==> src/rtl/io_irq_pkg.sv <==
`default_nettype none
// ============================================================================
// Module      : io_irq_pkg
// Description : Shared types, default widths and width helper for io_irq_unit.
// Revision    : 1.0 - initial release
// ============================================================================
package io_irq_pkg;

    localparam int c_DATA_W_DEF = 16;
    localparam int c_N_IN_DEF   = 2;
    localparam int c_N_IRQ_DEF  = 4;
    localparam int c_SYNC_DEF   = 2;

    typedef enum logic [1:0] {
        IDLE = 2'd0,
        REQ  = 2'd1,
        GAP  = 2'd2
    } irq_state_e;

    // Index width for a selector over `value` items, never narrower than 1 bit.
    function automatic int clog2(input int value);
        int w;
        w = 1;
        while ((1 << w) < value) begin
            w++;
        end
        return w;
    endfunction

endpackage
`default_nettype wire

==> src/rtl/irq_sync_edge.sv <==
`default_nettype none
// ============================================================================
// Module      : irq_sync_edge
// Description : Multi-flop synchroniser for one async interrupt line plus a
//               history flop producing a single-cycle rising-edge pulse.
// Revision    : 1.0 - initial release
// ============================================================================
module irq_sync_edge
    import io_irq_pkg::*;
#(
    parameter int SYNC_STAGES = c_SYNC_DEF
) (
    input  logic clk,
    input  logic reset,
    input  logic irq_async,
    output logic rise
);

    logic [SYNC_STAGES-1:0] r_sync;
    logic                   r_hist;

    always_ff @(posedge clk or negedge reset) begin
        if (!reset) begin
            r_sync <= '0;
            r_hist <= 1'b0;
        end else begin
            r_sync <= {r_sync[SYNC_STAGES-2:0], irq_async};
            r_hist <= r_sync[SYNC_STAGES-1];
        end
    end

    assign rise = r_sync[SYNC_STAGES-1] & ~r_hist;

endmodule
`default_nettype wire

==> src/rtl/io_irq_unit.sv <==
`default_nettype none
// ============================================================================
// Module      : io_irq_unit
// Description : Input/output port registers and a maskable, lowest-index-first
//               interrupt controller with a request/ack/gap handshake.
// Revision    : 1.0 - initial release
// ============================================================================
module io_irq_unit
    import io_irq_pkg::*;
#(
    parameter int DATA_W      = c_DATA_W_DEF,
    parameter int N_IN        = c_N_IN_DEF,
    parameter int N_IRQ       = c_N_IRQ_DEF,
    parameter int SYNC_STAGES = c_SYNC_DEF
) (
    input  logic                     clk,
    input  logic                     reset,
    input  logic [N_IN*DATA_W-1:0]   in_port,
    input  logic [N_IRQ-1:0]         irq_in,
    input  logic                     rd_en,
    input  logic [clog2(N_IN)-1:0]   rd_sel,
    output logic [DATA_W-1:0]        rd_data,
    input  logic                     wr_en,
    input  logic [DATA_W-1:0]        wr_data,
    output logic [DATA_W-1:0]        out_port,
    input  logic                     mask_we,
    input  logic [N_IRQ-1:0]         mask_wdata,
    output logic                     irq_req,
    output logic [clog2(N_IRQ)-1:0]  irq_vec,
    input  logic                     irq_ack,
    output logic [N_IRQ-1:0]         irq_pending
);

    localparam int c_SEL_W = clog2(N_IN);
    localparam int c_VEC_W = clog2(N_IRQ);

    irq_state_e           r_state;
    irq_state_e           w_state_nxt;
    logic [DATA_W-1:0]    r_rd_data;
    logic [DATA_W-1:0]    r_out_port;
    logic [N_IRQ-1:0]     r_mask;
    logic [N_IRQ-1:0]     r_pending;
    logic [c_VEC_W-1:0]   r_irq_vec;
    logic [N_IRQ-1:0]     w_rise;
    logic [N_IRQ-1:0]     w_eligible;
    logic [N_IRQ-1:0]     w_clr;
    logic [c_VEC_W-1:0]   w_prio_idx;
    logic                 w_any;
    logic                 w_load_vec;
    logic                 w_ack_take;
    logic [DATA_W-1:0]    w_rd_val;

    for (genvar gi = 0; gi < N_IRQ; gi++) begin : g_sync
        irq_sync_edge #(
            .SYNC_STAGES (SYNC_STAGES)
        ) u_sync (
            .clk       (clk),
            .reset     (reset),
            .irq_async (irq_in[gi]),
            .rise      (w_rise[gi])
        );
    end

    // Unmatched selector values (rd_sel >= N_IN) fall through to zero.
    always_comb begin
        w_rd_val = '0;
        for (int k = 0; k < N_IN; k++) begin
            if (rd_sel == c_SEL_W'(k)) begin
                w_rd_val = in_port[k*DATA_W +: DATA_W];
            end
        end
    end

    always_ff @(posedge clk or negedge reset) begin
        if (!reset) begin
            r_rd_data  <= '0;
            r_out_port <= '0;
        end else begin
            if (rd_en) begin
                r_rd_data <= w_rd_val;
            end
            if (wr_en) begin
                r_out_port <= wr_data;
            end
        end
    end

    assign w_eligible = r_pending & r_mask;
    assign w_any      = |w_eligible;

    // Scan downwards so the lowest eligible index wins.
    always_comb begin
        w_prio_idx = '0;
        for (int i = N_IRQ - 1; i >= 0; i--) begin
            if (w_eligible[i]) begin
                w_prio_idx = c_VEC_W'(i);
            end
        end
    end

    always_comb begin
        w_state_nxt = r_state;
        w_load_vec  = 1'b0;
        w_ack_take  = 1'b0;
        case (r_state)
            IDLE: begin
                if (w_any) begin
                    w_state_nxt = REQ;
                    w_load_vec  = 1'b1;
                end
            end
            REQ: begin
                if (irq_ack) begin
                    w_state_nxt = GAP;
                    w_ack_take  = 1'b1;
                end
            end
            GAP:     w_state_nxt = IDLE;
            default: w_state_nxt = IDLE;
        endcase
    end

    always_comb begin
        w_clr            = '0;
        w_clr[r_irq_vec] = w_ack_take;
    end

    always_ff @(posedge clk or negedge reset) begin
        if (!reset) begin
            r_state   <= IDLE;
            r_irq_vec <= '0;
            r_mask    <= '1;
            r_pending <= '0;
        end else begin
            r_state <= w_state_nxt;
            if (w_load_vec) begin
                r_irq_vec <= w_prio_idx;
            end
            if (mask_we) begin
                r_mask <= mask_wdata;
            end
            // Clear before set so a fresh edge on the acked line survives.
            r_pending <= (r_pending & ~w_clr) | w_rise;
        end
    end

    assign rd_data     = r_rd_data;
    assign out_port    = r_out_port;
    assign irq_req     = (r_state == REQ);
    assign irq_vec     = r_irq_vec;
    assign irq_pending = r_pending;

endmodule
`default_nettype wire

==> config.mk <==
export PLATFORM = sky130hd
export DESIGN_NAME = io_irq_unit
export DESIGN_NICKNAME = d
export VERILOG_FILES = /design/src/rtl/io_irq_pkg.sv /design/src/rtl/irq_sync_edge.sv /design/src/rtl/io_irq_unit.sv
export SDC_FILE = /design/constraint.sdc
export NUM_CORES = 1
export LEC_CHECK = 0
export ABC_AREA = 0
export BUFFER_PORTS_ARGS = -buffer_cell sky130_fd_sc_hd__buf_2
export CAP_MARGIN = 20
export CORE_MARGIN = 1.5
export CORE_UTILIZATION = 49
export CTS_CLUSTER_DIAMETER = 40
export DETAILED_ROUTE_END_ITERATION = 16
export GPL_ROUTABILITY_DRIVEN = 0
export HOLD_SLACK_MARGIN = 0.15
export PLACE_DENSITY = 0.84
export SKIP_CTS_REPAIR_TIMING = 1
export SYNTH_ARGS = -nofsm -noshare
export SYNTH_HDL_FRONTEND = slang
export SYNTH_SLANG_ARGS = --single-unit
==> constraint.sdc <==
create_clock -name clk -period 3.16 [get_ports clk]
set_clock_uncertainty 0.05 [all_clocks]
set_input_delay 0.632 -clock clk [delete_from_list [all_inputs] [get_ports clk]]
set_output_delay 0.632 -clock clk [all_outputs]
set_load 0.05 [all_outputs]
==> impl_metrics.csv <==
group,metric,value,unit
pwr,p_sw_frac,0.370,
critical_path,endpoint_kind,"output port",
sta,hold_viol_final,0,
logic_synthesis,ys_types,24,
sta,setup_violations,0,
critical_path,critPathMaxFanout,5,
global_routing,grt_max_degree,45,
clocking,cts_tree,"built",
hold_path,hold_end,"g_sync[1].u_sync.r_sync[1]$_DFF_PN0_",
detailed_routing,vias_per_cell,4.99,
sta,relSlewSlack,0.394,
critical_path,start_kind,"register",
die,initial_utilization,0.522,
pwr,p_leak,0.00140,uW
clocking,h-tree-depth,2,
logic_synthesis,synth_seq_area_share,0.654,
finish,final_net_count,326,
detailed_routing,drt-initial-drc-count,40,
pwr,pwr-share-seq,0.454,
critical_path,cp_data_required_time,2.48,ns
pwr,peakVddDrop,0.405,mV
place,hpwl,3180,um
detailed_routing,vias,1567,
sta,period_needed,1.91,ns
sta,finalCritPeriodShare,0.604,
pwr,power.combinational.fraction,0.317,
hold_path,hold_class,"register to register",
detailed_routing,drc_errors,0,
critical_path,reg2reg_slack,1.85,ns
global_routing,grt_overflow,0,
finish,multi_input_area,673,um^2
detailed_routing,post_drt_wl_per_cell,13.2,um
logic_synthesis,synth_edf_count,0,
sta,maxSlewViolCount,0,
global_routing,grt_pass1_wl,7220,um
clocking,clk_path_buf_depth,2,
hold_path,hold_depth,0,
place,port_buffers,101,
detailed_routing,ant_nets,0,
pwr,p_clk_frac,0.229,
logic_synthesis,syn_area_per_cell,13.4,um^2
finish,fillers,319,
finish,areaGrowthSynthToFinish,29.9,%
critical_path,r2r-end,"irq_pending[2]$_DFF_PN0_",
detailed_routing,drtPass1Iterations,4,
critical_path,worstReg2RegStart,"r_state[1]$_DFFE_PN0P_",
die,coreArea,0.00412,mm^2
clocking,clock_latency,0.30,ns
logic_synthesis,ys_seq_elements,56,
die,die_width,69.2,um
die,die_y,69.2,um
finish,drive_above_1_share,0.515,
finish,utilization,0.679,
sta,rsz0062_at_grt,"no",
clocking,path_clk_slew,0.10,ns
sta,tightest_slew,0.909,ns
detailed_routing,routed_wl,4140,um
finish,diodes,0,
die,dieArea,0.00479,mm^2
pwr,internal_power,1240,uW
global_routing,antenna_found_initial,0,
logic_synthesis,syn_nets,224,
logic_synthesis,synth-async-reset-ratio,1.00,
die,ioPinCount,102,
finish,regArea,0.00141,mm^2
pwr,powerDensity,705,mW/mm^2
pwr,finalPower,1970,uW
pwr,p_switching,728,uW
hold_path,hp-start,"g_sync[1].u_sync.r_sync[0]$_DFF_PN0_",
critical_path,rr_worst_depth,3,
sta,fmax,524,MHz
die,rows,23,
global_routing,first_global_vias,1652,
logic_synthesis,netlist_area,0.00215,mm^2
logic_synthesis,synth_flop_cell,"dfrtp_1",
sta,finalSetupTns,0,ns
critical_path,cp.arrival,1.23,ns
logic_synthesis,syn_inst,161,
status,outcome,"complete, no violations",
clocking,cts_root_buf,"clkbuf_8",
logic_synthesis,yosysWarnings,0,
flow_run,maxCapViolations,0,
clocking,cts_buffers,5,
global_routing,grt_usage,0.189,
clocking,cts.sinks,56,
sta,hold_ws,0.306,ns
critical_path,worstSetupPathType,"register to output port",
==> layer usage <==
metal / GRT usage / share of wire / vias up
met5: 0 / 0 / -
met3: 0.0363 / 0.045 / 10
li1: - / - / 759
met1: 0.212 / 0.39 / 740
met2: 0.335 / 0.53 / 58
met4: 0.107 / 0.034 / 0
==> registers in the layout, summed over array words and instances, names as in the netlist <==
name / flops
r_state: 2
out_port: 16
g_sync.u_sync.r_sync: 8
g_sync.u_sync.r_hist: 4
rd_data: 16
r_mask: 4
irq_vec: 2
irq_pending: 4
==> cell usage in the layout (no fill, tap or decap), types with 3 or more instances in the layout <==
| cell | instances |
|---|---|
| nand2_1 | 3 |
| buf_2 | 101 |
| dfrtp_1 | 52 |
| o21ai_0 | 5 |
| clkbuf_8 | 5 |
| dfstp_2 | 4 |
| mux2i_1 | 17 |
| nor2_1 | 17 |
| mux2_2 | 20 |
| a21oi_1 | 18 |
| inv_1 | 7 |
==> worst max-delay path by stage <==
stage / startpoint / endpoint / slack, ns / cells after the start
detailed placement: reset / out_port[9]$_DFFE_PN0P_ / 1.50 / 2
finish: r_state[1]$_DFFE_PN0P_ / irq_req / 1.25 / 2
global placement: reset / out_port[15]$_DFFE_PN0P_ / 1.55 / 2
CTS: r_state[1]$_DFFE_PN0P_ / irq_req / 1.24 / 2
global route: r_state[1]$_DFFE_PN0P_ / irq_req / 1.19 / 2
floorplan: wr_en / out_port[10]$_DFFE_PN0P_ / 1.70 / 3
==> power groups by stage <==
stage               clock network (uW)  registers [uW]  logic [uW]
global route                       494             909         665
detailed placement                   0             908         630
CTS                                469             894         631
finish                             450             894         623
global placement                     0             904         621
floorplan                            0            1160         196
==> stage by stage <==
stage / cells / cell area [um^2] / setup WS (ns)
6_report: 314 / 2790 / 1.25
5_1_grt: 314 / 2790 / 1.19
4_1_cts: 314 / 2790 / 1.24
3_5_place_dp: 306 / 2680 / 1.50
3_3_place_gp: 306 / 2680 / 1.55
2_1_floorplan: 161 / 2150 / 1.70
==> logic make-up after synthesis <==
family | after synthesis | share of synthesized area
AOI/OAI and AO/OA | 29 | 0.0774
buffers and inverters | 14 | 0.0326
DFF | 56 | 0.654
muxes | 37 | 0.184
and+or+nand+nor | 25 | 0.0518
==> synthesized netlist by cell type (all sizes together), types with 2 or more instances <==
cell,instances,area (um^2)
clkbuf,2,7.51
dfstp,4,105
mux2,20,225
mux2i,17,170
inv,7,26.3
a21oi,18,90.1
nand2,3,11.3
buf,5,36.3
o21ai,5,25.0
nor2,17,63.8
dfrtp,52,1300
==> critical path, cell delays in order (launching register included) <==
cell	delay, ns
dfrtp_1	0.43
and2b_2	0.24
buf_2	0.25
==> cell type report <==
type | instances | share of cell area
tap | 50 | 0.0224
timing repair buffer | 102 | 0.184
clock inverter | 3 | 0.0152
sequential | 56 | 0.504
clock buffer | 5 | 0.0246
multi-input combinational | 91 | 0.241
inverter | 7 | 0.00941
(Power assumes the default switching activity.)
